**config.mk**
```make
export PLATFORM = sky130hd
export DESIGN_NAME = util_display
export DESIGN_NICKNAME = d
export VERILOG_FILES = /design/src/rtl/util_display_pkg.sv /design/src/rtl/seg7_glyph.sv /design/src/rtl/util_display.sv
export SDC_FILE = /design/constraint.sdc
export NUM_CORES = 1
export LEC_CHECK = 0
export ABC_CLOCK_PERIOD_IN_PS = 6990
export BUFFER_PORTS_ARGS = -buffer_cell sky130_fd_sc_hd__buf_2
export CAP_MARGIN = 5
export CORE_ASPECT_RATIO = 2
export CORE_MARGIN = 5
export CORE_UTILIZATION = 53
export DETAILED_ROUTE_END_ITERATION = 8
export PLACE_DENSITY_LB_ADDON = 0.25
export SYNTH_ARGS = -nofsm -noshare
export SYNTH_HDL_FRONTEND = slang
export SYNTH_SLANG_ARGS = --single-unit
```
**constraint.sdc**
```tcl
create_clock -name clk -period 6.99 [get_ports clk]
set_clock_uncertainty 0.2 [all_clocks]
set_input_delay 0.3495 -clock clk [delete_from_list [all_inputs] [get_ports clk]]
set_output_delay 0.3495 -clock clk [all_outputs]
set_load 0.01 [all_outputs]
```
**src/rtl/util_display_pkg.sv**
```systemverilog
// Shared definitions for the MDP result display: FSM states, policy and
// world codes, glyph selectors with their active-low segment patterns
// (gfedcba), and the hex-to-segment table.
package util_display_pkg;

  typedef enum logic [1:0] {
    ST_BLANK = 2'd0,
    ST_SHOW  = 2'd1,
    ST_STALE = 2'd2
  } state_e;

  localparam logic [1:0] POL_UP    = 2'b00;
  localparam logic [1:0] POL_RIGHT = 2'b01;
  localparam logic [1:0] POL_DOWN  = 2'b10;
  localparam logic [1:0] POL_LEFT  = 2'b11;

  localparam logic [1:0] WORLD_FREE = 2'b00;
  localparam logic [1:0] WORLD_POS  = 2'b01;
  localparam logic [1:0] WORLD_NEG  = 2'b10;
  localparam logic [1:0] WORLD_WALL = 2'b11;

  typedef enum logic [2:0] {
    GLY_BLANK, GLY_DASH, GLY_P, GLY_N, GLY_UP, GLY_RIGHT, GLY_DOWN, GLY_LEFT
  } glyph_e;

  localparam logic [6:0] SEG_BLANK = 7'h7F;
  localparam logic [6:0] SEG_DASH  = 7'h3F;
  localparam logic [6:0] SEG_P     = 7'h0C;
  localparam logic [6:0] SEG_N     = 7'h2B;
  localparam logic [6:0] SEG_UP    = 7'h7E;
  localparam logic [6:0] SEG_RIGHT = 7'h79;
  localparam logic [6:0] SEG_DOWN  = 7'h77;
  localparam logic [6:0] SEG_LEFT  = 7'h4F;

  function automatic logic [6:0] hex_to_seg(input logic [3:0] nib);
    logic [6:0] s;
    case (nib)
      4'h0: s = 7'h40;  4'h1: s = 7'h79;  4'h2: s = 7'h24;  4'h3: s = 7'h30;
      4'h4: s = 7'h19;  4'h5: s = 7'h12;  4'h6: s = 7'h02;  4'h7: s = 7'h78;
      4'h8: s = 7'h00;  4'h9: s = 7'h10;  4'hA: s = 7'h08;  4'hB: s = 7'h03;
      4'hC: s = 7'h46;  4'hD: s = 7'h21;  4'hE: s = 7'h06;  default: s = 7'h0E;
    endcase
    return s;
  endfunction

endpackage

```
**src/rtl/seg7_glyph.sv**
```systemverilog
// Active-low 7-segment encoder: either a hex nibble or a symbolic glyph.
module seg7_glyph
  import util_display_pkg::*;
(
  input  logic       use_hex_i,
  input  logic [3:0] nibble_i,
  input  glyph_e     glyph_i,
  output logic [6:0] seg_o
);

  // Pick the hex pattern or the glyph pattern for the active digit.
  always_comb begin
    seg_o = SEG_BLANK;
    if (use_hex_i) begin
      seg_o = hex_to_seg(nibble_i);
    end else begin
      case (glyph_i)
        GLY_DASH:  seg_o = SEG_DASH;
        GLY_P:     seg_o = SEG_P;
        GLY_N:     seg_o = SEG_N;
        GLY_UP:    seg_o = SEG_UP;
        GLY_RIGHT: seg_o = SEG_RIGHT;
        GLY_DOWN:  seg_o = SEG_DOWN;
        GLY_LEFT:  seg_o = SEG_LEFT;
        default:   seg_o = SEG_BLANK;
      endcase
    end
  end

endmodule

```
**src/rtl/util_display.sv**
```systemverilog
// MDP result display: snapshots utility digits, policy and world map on the
// rising edge of Done and shows one cell at a time on a 4-digit multiplexed
// 7-segment display (AN3 cell index, AN2 type/policy, AN1.AN0 utility).
// Optional auto-scroll in SHOW: define UTIL_DISPLAY_AUTOSCROLL_EN.
module util_display
  import util_display_pkg::*;
#(
  parameter int NUM_CELLS    = 12,
  parameter int REFRESH_BITS = 18,
  parameter int AUTO_BITS    = 27
) (
  input  logic        clk,
  input  logic        Reset,
  input  logic        Done,
  input  logic [47:0] Converted_1,
  input  logic [47:0] Converted_2,
  input  logic [63:0] Policy,
  input  logic [65:0] world,
  input  logic        Next,
  input  logic        Prev,
  output logic [3:0]  an,
  output logic [6:0]  seg,
  output logic        dp,
  output logic [3:0]  cell_idx
);

  localparam logic [3:0] LAST_IDX = 4'(NUM_CELLS - 1);

  state_e                  state_q, state_d;
  logic                    done_q;
  logic                    rise, fall;
  logic [3:0]              cell_idx_q, cell_idx_d;
  logic [REFRESH_BITS-1:0] refresh_q;
  logic [1:0]              sel;
  logic                    auto_tick;
  logic                    step_next, step_prev;

  logic [3:0] c1_in [NUM_CELLS];
  logic [3:0] c2_in [NUM_CELLS];
  logic [3:0] c1_q  [NUM_CELLS];
  logic [3:0] c2_q  [NUM_CELLS];
  logic [1:0] pol_q [NUM_CELLS];
  logic [1:0] wld_q [NUM_CELLS];

  logic       use_hex;
  logic [3:0] nibble;
  glyph_e     glyph;
  logic [3:0] an_d;
  logic [6:0] seg_d;
  logic       dp_d;
  logic [3:0] an_q;
  logic [6:0] seg_q;
  logic       dp_q;

  // Only the low cells of Policy/world are browsable; the rest is ignored.
  logic unused_inputs;
  assign unused_inputs = ^{Policy, world, Converted_1, Converted_2};

  assign rise = Done & ~done_q;
  assign fall = ~Done & done_q;
  assign sel  = refresh_q[REFRESH_BITS-1 -: 2];

  // Done history for edge detection, plus the free-running refresh counter.
  always_ff @(posedge clk or posedge Reset) begin
    if (Reset) begin
      done_q    <= 1'b0;
      refresh_q <= '0;
    end else begin
      done_q    <= Done;
      refresh_q <= refresh_q + 1'b1;
    end
  end

  // Per-cell snapshot, loaded only on a Done rise; digit inputs beyond the
  // 48-bit buses read as zero.
  for (genvar gi = 0; gi < NUM_CELLS; gi++) begin : g_cell
    if (gi < 12) begin : g_in
      assign c1_in[gi] = Converted_1[4*gi +: 4];
      assign c2_in[gi] = Converted_2[4*gi +: 4];
    end else begin : g_zero
      assign c1_in[gi] = 4'h0;
      assign c2_in[gi] = 4'h0;
    end

    // Hold the captured cell until the next run completes.
    always_ff @(posedge clk or posedge Reset) begin
      if (Reset) begin
        c1_q[gi]  <= 4'h0;
        c2_q[gi]  <= 4'h0;
        pol_q[gi] <= 2'b00;
        wld_q[gi] <= 2'b00;
      end else if (rise) begin
        c1_q[gi]  <= c1_in[gi];
        c2_q[gi]  <= c2_in[gi];
        pol_q[gi] <= Policy[2*gi +: 2];
        wld_q[gi] <= world[2*gi +: 2];
      end
    end
  end

`ifdef UTIL_DISPLAY_AUTOSCROLL_EN
  logic [AUTO_BITS-1:0] auto_q;
  assign auto_tick = (state_q == ST_SHOW) && (auto_q == '1);

  // Auto-scroll timer: runs only in SHOW, restarted by any user activity.
  always_ff @(posedge clk or posedge Reset) begin
    if (Reset) begin
      auto_q <= '0;
    end else if (rise || Next || Prev || state_q != ST_SHOW) begin
      auto_q <= '0;
    end else begin
      auto_q <= auto_q + 1'b1;
    end
  end
`else
  logic [AUTO_BITS-1:0] unused_auto;
  assign unused_auto = '0;
  assign auto_tick   = 1'b0;
`endif

  // Manual pulses take priority over the auto-scroll tick; both pressed cancel.
  assign step_next = (Next & ~Prev) | (auto_tick & ~Next & ~Prev);
  assign step_prev = Prev & ~Next;

  // State and cell index registers.
  always_ff @(posedge clk or posedge Reset) begin
    if (Reset) begin
      state_q    <= ST_BLANK;
      cell_idx_q <= 4'h0;
    end else begin
      state_q    <= state_d;
      cell_idx_q <= cell_idx_d;
    end
  end

  // Next-state and index logic; a Done rise always restarts at cell 0.
  always_comb begin
    state_d    = state_q;
    cell_idx_d = cell_idx_q;
    case (state_q)
      ST_BLANK: if (rise) state_d = ST_SHOW;
      ST_SHOW:  if (fall) state_d = ST_STALE;
      ST_STALE: if (rise) state_d = ST_SHOW;
      default:  state_d = ST_BLANK;
    endcase
    if (rise) begin
      cell_idx_d = 4'h0;
    end else if (state_q != ST_BLANK) begin
      if (step_next) begin
        cell_idx_d = (cell_idx_q == LAST_IDX) ? 4'h0 : cell_idx_q + 4'd1;
      end else if (step_prev) begin
        cell_idx_d = (cell_idx_q == 4'h0) ? LAST_IDX : cell_idx_q - 4'd1;
      end
    end
  end

  // Content of the digit selected by the refresh counter.
  always_comb begin
    an_d    = ~(4'b0001 << sel);
    dp_d    = 1'b1;
    use_hex = 1'b0;
    nibble  = 4'h0;
    glyph   = GLY_DASH;
    if (state_q != ST_BLANK) begin
      case (sel)
        2'd0: begin
          use_hex = 1'b1;
          nibble  = c2_q[cell_idx_q];
        end
        2'd1: begin
          use_hex = 1'b1;
          nibble  = c1_q[cell_idx_q];
          dp_d    = 1'b0;
        end
        2'd2: begin
          case (wld_q[cell_idx_q])
            WORLD_POS:  glyph = GLY_P;
            WORLD_NEG:  glyph = GLY_N;
            WORLD_WALL: glyph = GLY_DASH;
            default: begin
              case (pol_q[cell_idx_q])
                POL_UP:    glyph = GLY_UP;
                POL_RIGHT: glyph = GLY_RIGHT;
                POL_DOWN:  glyph = GLY_DOWN;
                default:   glyph = GLY_LEFT;
              endcase
            end
          endcase
        end
        default: begin
          use_hex = 1'b1;
          nibble  = cell_idx_q;
          dp_d    = (state_q == ST_STALE) ? 1'b0 : 1'b1;
        end
      endcase
    end
  end

  seg7_glyph u_glyph (
    .use_hex_i (use_hex),
    .nibble_i  (nibble),
    .glyph_i   (glyph),
    .seg_o     (seg_d)
  );

  // Anode, segments and dp change together so no digit shows another's data.
  always_ff @(posedge clk or posedge Reset) begin
    if (Reset) begin
      an_q  <= 4'b1111;
      seg_q <= SEG_BLANK;
      dp_q  <= 1'b1;
    end else begin
      an_q  <= an_d;
      seg_q <= seg_d;
      dp_q  <= dp_d;
    end
  end

  assign an       = an_q;
  assign seg      = seg_q;
  assign dp       = dp_q;
  assign cell_idx = cell_idx_q;

endmodule

```
==> results of run 1 <==
area by class of cell:
| cell class | instances | area [um2] |
|---|---|---|
| flip-flops and latches | 181 | 4547 |
| fillers | 1119 | 4513 |
| multi-input cells | 410 | 3889 |
| repair buffers | 316 | 2325 |
| clock buffers | 18 | 439.2 |
| well taps | 204 | 255.2 |
| clock inverters | 13 | 147.6 |
| inverters | 16 | 65.06 |
| diodes | 2 | 5.005 |
critical path, stage by stage (launching register included):
cell and delay [ns]:
dfrtp_2 0.97, buf_4 0.44, mux2_2 0.37, a21oi_1 0.39, o22a_1 0.25, ha_1 0.26, nor3_1 0.07, a31oi_1 0.19
nor2_1 0.10, and3_1 0.22, nor4_1 0.31
synthesized netlist by cell type, types with 4 or more instances:
cell type	instances	area, um2
nor2_1	33	123.9
inv_1	15	56.30
buf_2	4	20.02
xnor2_1	10	87.58
nand2_1	24	90.09
o211ai_1	6	45.04
mux2i_1	26	260.3
nand2b_1	5	31.28
nand4_1	5	31.28
buf_6	6	67.56
dfrtp_1	169	4229
buf_4	7	52.55
dfstp_2	12	315.3
mux4_2	21	473.0
nand3_1	13	65.06
nor3_1	4	20.02
clkbuf_1	18	67.56
mux2_2	147	1655
ha_1	12	150.1
a211oi_1	7	52.55
xor2_1	7	61.31
a31oi_1	6	37.54
a21oi_1	14	70.07
a22oi_1	4	30.03
logic make-up after synthesis:
| family | after synthesis | synth area share, % |
|---|---|---|
| AO/OA/AOI/OAI | 73 | 6.330 |
| AND/OR/NAND/NOR | 109 | 6.229 |
| flip-flops | 181 | 52.25 |
| buffers and inverters | 52 | 3.122 |
| multiplexers | 199 | 28.63 |
| adder cells (fa/ha/maj) | 12 | 1.726 |
| XOR/XNOR | 17 | 1.712 |
per-stage QoR:
stage	hold slack (ns)	instance area [um2]	util [%]	power [uW]
global placement	0.2571	9629	59.49	2615
floorplan	0.1809	8697	-	2317
finish	-0.02657	11670	72.12	3668
global route	0.03091	11670	72.12	3861
detailed placement	0.2702	9629	59.49	2650
CTS	0.01283	11670	72.09	3672
metal layers:
metal  vias to the layer above  part of all wire [%]
met5                         -                     0
met2                       189                    56
met1                      3248                    35
li1                       2956                     -
met4                         0                   4.8
met3                        67                   4.0
report_power, final:
part	switching, uW	internal, uW	leakage, uW
Sequential	159	1220	0.00214
Clock	422	539	0.000275
Combinational	687	643	0.00270
Total	1270	2400	0.00511
flip-flops by register name (all words and copies together) (netlist names), 2 cells and up:
| register | count |
|---|---|
| seg | 7 |
| c1_q | 48 |
| pol_q | 24 |
| cell_idx | 4 |
| wld_q | 24 |
| an | 4 |
| state_q | 2 |
| refresh_q | 18 |
| c2_q | 48 |
repair_timing:
item | 4_1_cts | 5_1_grt
hold buffers | 145 | 0
endpoints found under the hold margin | 145 | 0
buffers inserted | 0 | 0
worst max path at each step:
| stage | end | depth (start not counted) |
|---|---|---|
| after global placement | seg[3]$_DFF_PP1_ | 10 |
| after detailed placement | seg[3]$_DFF_PP1_ | 10 |
| after global routing | seg[3]$_DFF_PP1_ | 10 |
| final | seg[3]$_DFF_PP1_ | 10 |
| after floorplan | c1_q[0]$_DFFE_PP0P_ | 1 |
| after CTS | seg[3]$_DFF_PP1_ | 10 |
==> impl_results.md, run 1 <==
* Status: complete, but fails checks
* Failing checks: hold timing
* Mean Syn Cell Area at 13.53 um2
* CTS buffer count at 17
* Max VDD drop at 0.1995 mV
* RSZ-0062 raised after global routing: no
* Post-route DRC at 0
* Slew Viols, Final at 0
* CTS root buf: clkbuf_16
* Final #Nets at 1,185
* Tcrit/Tclk final at 55.83%
* Min Clock Period, post-route at 3.903 ns
* Most frequent cells in the layout: dfrtp_1 (167), buf_2 (164), mux2_2 (147), dlygate4sd3_1 (145), nor2_1 (33)
* Crit Path Category: flop to flop
* Clk Latency, worst-skew pair at 0.43 ns
* Cell leakage power at 0.005111 uW
* Cells after Synth at 643
* Max-Cap Viols at 0
* Post-synthesis sequential area ratio at 52.25%
* Core box area at 16,190 um2
* Most used DFF post-synth: dfrtp_1
* Die width at 100.6 um
* FF+latch count, synth at 181
* Placer Congestion at 0.9147
* Worst R2R Setup Slack at 3.09 ns
* Worst Path Max Fanout at 35
* GRT met1 Usage at 27.58%
* Post-route ant nets at 0
* Met3 Use GR at 3.725%
* Count of final hold-check violations at 35
* Synth unique cells at 65
* Synthesis Warnings at 0
* I/O Buffers at 164
* # clock sinks at 181
* Setup_tns at 0 ns
* Number of flops mapped to enable cells by yosys at 0
* Total GRT Usage at 25.71%
* Initial core utilization at 53.73%
* Fmax at 256.2 MHz
* FFs w/ async S/R, synth at 100.0%
* Slew headroom at 31.27%
* Largest net degree at the start of global routing at 122
* Total gr overflow at 0
* Net count after synthesis at 886
* CTS tree: yes
* Critical Path RT at 7.11 ns
* DRT Wirelength at 23.55 mm
* R2R depth at 10
* Crit path DAT at 4.02 ns
* M2 GR Usage at 47.38%
* Htree depth at 4
* Vias in the first global route at 7,212
* Worst slew pin tran at 1.031 ns
* Origin of the critical flop-to-flop path: cell_idx[1]$_DFFE_PP0P_
* Final Worst Setup Slack at 3.088 ns
* Rows at 66
* CTS Buffer Depth at 2
* Initial antenna violation count at 2
* Dpl hpwl at 15.38 mm
* Worst Hold Class: input pin to asynchronous set/reset pin
* Hold Slack at -0.02657 ns
* Busiest grt layer: met2
* Setup crit start: cell_idx[1]$_DFFE_PP0P_
* Place WS at 3.100 ns
* First-pass GRT wire length at 37.59 mm
* Non-Filler Instances at 1,160
* Cell total after placement at 982
* Post-Syn Area at 8697 um2
* 1st-iter DRT viols at 224
* Commonest non-fill, non-tap cell in the layout: dfrtp_1
* CTS resizes at 0
* Via count at 6,460
* Drt pass-1 iters at 4
* Setup Viol. Count Final at 0
* # IOs at 247
* Ratio of cells with drive above 1 in the final layout at 41.61%
* DR vias/cell at 5.569
* Area grow syn2layout at 34.21%
* Overall die height at 191.2 um
* Power Density at 314.3 nW/um2
* Routed length per instance at 20.30 um
* Clk slew on worst S/H paths at 0.07 ns
* Die ar. at 19,230 um2
* Type of origin of the critical path: flop
* Reg2reg end: seg[3]$_DFF_PP1_
* Crit end category: flop
Note: power is estimated with default switching activity, not from simulation.
==> run 2, diff against run 1 <==
--- a/config.mk
+++ b/config.mk
@@ -5,7 +5,8 @@
 export SDC_FILE = /design/constraint.sdc
 export NUM_CORES = 1
 export LEC_CHECK = 0
-export ABC_CLOCK_PERIOD_IN_PS = 6990
+export ABC_AREA = 1
+export ABC_CLOCK_PERIOD_IN_PS = 4000
 export BUFFER_PORTS_ARGS = -buffer_cell sky130_fd_sc_hd__buf_2
 export CAP_MARGIN = 5
 export CORE_ASPECT_RATIO = 2
==> constraint.sdc (replaced) <==
create_clock -name clk -period 4 [get_ports clk]
set_clock_uncertainty 0.2 [all_clocks]
set_input_delay 0.2 -clock clk [delete_from_list [all_inputs] [get_ports clk]]
set_output_delay 0.2 -clock clk [all_outputs]
set_load 0.01 [all_outputs]
==> impl_results.md, run 2 <==
* Crit Path Category: flop to flop
* Max VDD drop at 0.3550 mV
* Most common cell in the netlist: nand2_1
* Critical path depth at 14
* Clk Latency, worst-skew pair at 0.43 ns
* Worst Hold Class: input pin to flop
* Power Density at 526.9 nW/um2
* Routed length per instance at 15.27 um
* Rows at 67
* Worst hold path cell count at 4
* Ratio of cells with drive above 1 in the final layout at 16.31%
* Dpl hpwl at 15.18 mm
* Setup Viol. Count Final at 0
* CTS buffer count at 17
* Post-Syn Area at 8857 um2
* CTS resizes at 0
* Multi-input logic area at 3701 um2
* Post-synthesis sequential area ratio at 51.31%
* FFs w/ async S/R, synth at 100.0%
* 1st-iter DRT viols at 465
* Critical Path RT at 4.17 ns
* CP Buf/Inv Count at 3
* XOR/XNOR Fraction of Synth Area at 1.384%
* Commonest non-fill, non-tap cell in the layout: nand2_1
* Worst Path Max Fanout at 55
* R2R depth at 14
* Cell leakage power at 0.006161 uW
* Total gr overflow at 0
* Min Clock Period, post-route at 3.281 ns
* Drt pass-1 iters at 6
* Post-synth top area cell: dfrtp_1
* CP top delay family: buffers and inverters
* Die width at 101.4 um
* Overall power at 6214 uW
* # clock sinks at 181
* Clock network fraction of design power at 25.9%
* Commonest cells in the netlist: nand2_1 (508), dfrtp_1 (169), o21ai_0 (96), nor2_1 (82), inv_1 (77)
* Slew headroom at 35.63%
* CTS tree: yes
* Critical-path cell list: inv_4 > o21ai_0 > o22ai_1 > nand2_1 > nand3_1 > inv_1 > ha_1 > o21ai_0 > inv_1 > nand2_1 > nand2_1 > nand3_1 > nand2_1 > nand2_1
* DR vias/cell at 5.199
* Count of final hold-check violations at 0
* Seq pwr share at 36.7%
* Worst slew pin tran at 0.9656 ns
* Clk slew on worst S/H paths at 0.07 ns
* # IOs at 247
* Adder-cell share of the synthesized area at 1.695%
* Post-CTS Hold Buffers at 146
* Post-route ant nets at 0
* Mean Syn Cell Area at 7.609 um2
* Number of flops mapped to enable cells by yosys at 0
* Htree depth at 4
* Post-route DRC at 0
* Area grow syn2layout at 33.14%
* Setup_tns at 0 ns
* Reg area at 4549 um2
* Net Sw Frac at 39.05%
* Logic gate share of total power at 37.4%
* Final #Nets at 1,690
* Largest net degree at the start of global routing at 108
* Most frequent cells in the layout: nand2_1 (508), dfrtp_1 (167), buf_2 (164), dlygate4sd3_1 (146), o21ai_0 (96)
* CTS Buffer Depth at 2
* Switching Power at 2427 uW
* Max incr delay on CP at 0.69 ns
* Cells after Synth at 1,164
* Total GRT Usage at 26.97%
* Post-synthesis mux area share at 0%
* Non-Filler Instances at 1,666
* CTS root buf: clkbuf_16
* First-pass GRT wire length at 41.73 mm
* N_diodes at 0
* FF+latch count, synth at 181
* Status: finished, final reports clean
* Fraction of the mapped netlist area in simple logic gates at 28.85%
* Initial antenna violation count at 0
* Net count after synthesis at 1,407
* Fmax at 304.8 MHz
* Crit path DAT at 3.45 ns
* Largest family of logic cells by synthesized area: simple AND/OR/NAND/NOR gates
* Crit end category: flop
* Max-Cap Viols at 0
* Core box area at 16,600 um2
* Vias in the first global route at 8,824
* Via count at 8,661
* Slew Viols, Final at 0
* Die ar. at 19,550 um2
* Slowest cell on crit path: dfrtp_4
* Synth unique cells at 32
* Tcrit/Tclk final at 82.03%
* Compound-Gate Fraction of Synth Area at 9.775%
* I/O Buffers at 164
* Type of origin of the critical path: flop
* Fill cells at 1,291
* Largest cells by area after synthesis: dfrtp_1 (48%), nand2_1 (22%), o21ai_0 (5.4%), dfstp_2 (3.6%), nor2_1 (3.5%)
* RSZ-0062 raised after global routing: no
* Postcts setup bufs at 0
* Placer Congestion at 0.8879
* Regs by FF count: c1_q x48, c2_q x48
* Initial core utilization at 53.36%
* Internal cell power at 3788 uW
* Yosys top cell area share at 47.75%
* Synthesis Warnings at 0
* DRT Wirelength at 25.43 mm
* Overall die height at 192.8 um
* Cell mode on critical path: nand2_1
* Most used DFF post-synth: dfrtp_1
* Cell total after placement at 1,489
run 2: cell types whose count changed after synthesis, sizes merged, moves of 12 or more:
cell and change:
mux2 -149, mux2i -26, a21oi +12, nand2 +489
o21ai +106, nand3 +41, mux4 -24, nor2 +50
inv +67, clkbuf +16
run 2: final cells by class:
type	count	area share, %
flip-flops and latches	181	38.58
multi-input cells	842	31.38
repair buffers	323	20.39
clock buffers	18	3.724
inverters	82	2.674
well taps	207	2.196
clock inverters	13	1.050
run 2: power by group through the flow:
stage	clock (uW)	sequential, uW	combinational [uW]
2_1_floorplan	0	2240	1640
3_3_place_gp	0	2300	2120
3_5_place_dp	0	2310	2160
4_1_cts	1640	2280	2300
5_1_grt	1700	2320	2610
6_report	1610	2280	2320
run 2: metrics by stage:
stage | setup WS [ns] | hold slack, ns | util [%] | instance area, um2
after global placement | 0.8083 | 0.1229 | 58.85 | 9768
final | 0.7188 | 0.08625 | 71.05 | 11790
after floorplan | 1.238 | 0.03143 | - | 8861
after CTS | 0.6872 | 0.06004 | 71.05 | 11790
after detailed placement | 0.7516 | 0.1311 | 58.85 | 9768
after global routing | 0.3749 | 0.1005 | 71.05 | 11790
run 2: final timing paths:
path,from,slack (ns),endpoint
setup reg to reg,cell_idx[0]$_DFFE_PP0P_,0.72,seg[1]$_DFF_PP1_
hold / removal,Next,0.09,cell_idx[1]$_DFFE_PP0P_
hold reg to reg,refresh_q[0]$_DFF_PP0_,0.25,refresh_q[0]$_DFF_PP0_
setup / recovery,cell_idx[0]$_DFFE_PP0P_,0.72,seg[1]$_DFF_PP1_
min in group asynchronous,Reset,0.30,c1_q[17]$_DFFE_PP0P_
max in group asynchronous,Reset,2.38,seg[6]$_DFF_PP1_
run 2: layer usage:
layer / vias up / share of wire (%) / routed length [um] / global-route usage (%)
met3: 56 / 5.7 / 1440 / 4.776
li1: 4207 / - / - / -
met5: - / 0 / 0 / 0
met4: 0 / 3.7 / 945 / 11.26
met1: 4066 / 39 / 10010 / 33.10
met2: 332 / 51 / 13040 / 46.19
run 2: kinds of logic after synthesis:
group	count (synthesis)
AOI/OAI and AO/OA	162
and+or+nand+nor	654
adders and majority gates	12
buffers and inverters	141
xor gates and xnor gates	14
DFF	181
run 2: worst reg2reg max path, stage by stage, from the launching register on:
cell and delay (ns):
dfrtp_4 0.69, inv_4 0.56, o21ai_0 0.20, o22ai_1 0.19, nand2_1 0.07, nand3_1 0.18, inv_1 0.10, ha_1 0.31
o21ai_0 0.23, inv_1 0.12, nand2_1 0.10, nand2_1 0.06, nand3_1 0.08, nand2_1 0.06, nand2_1 0.07
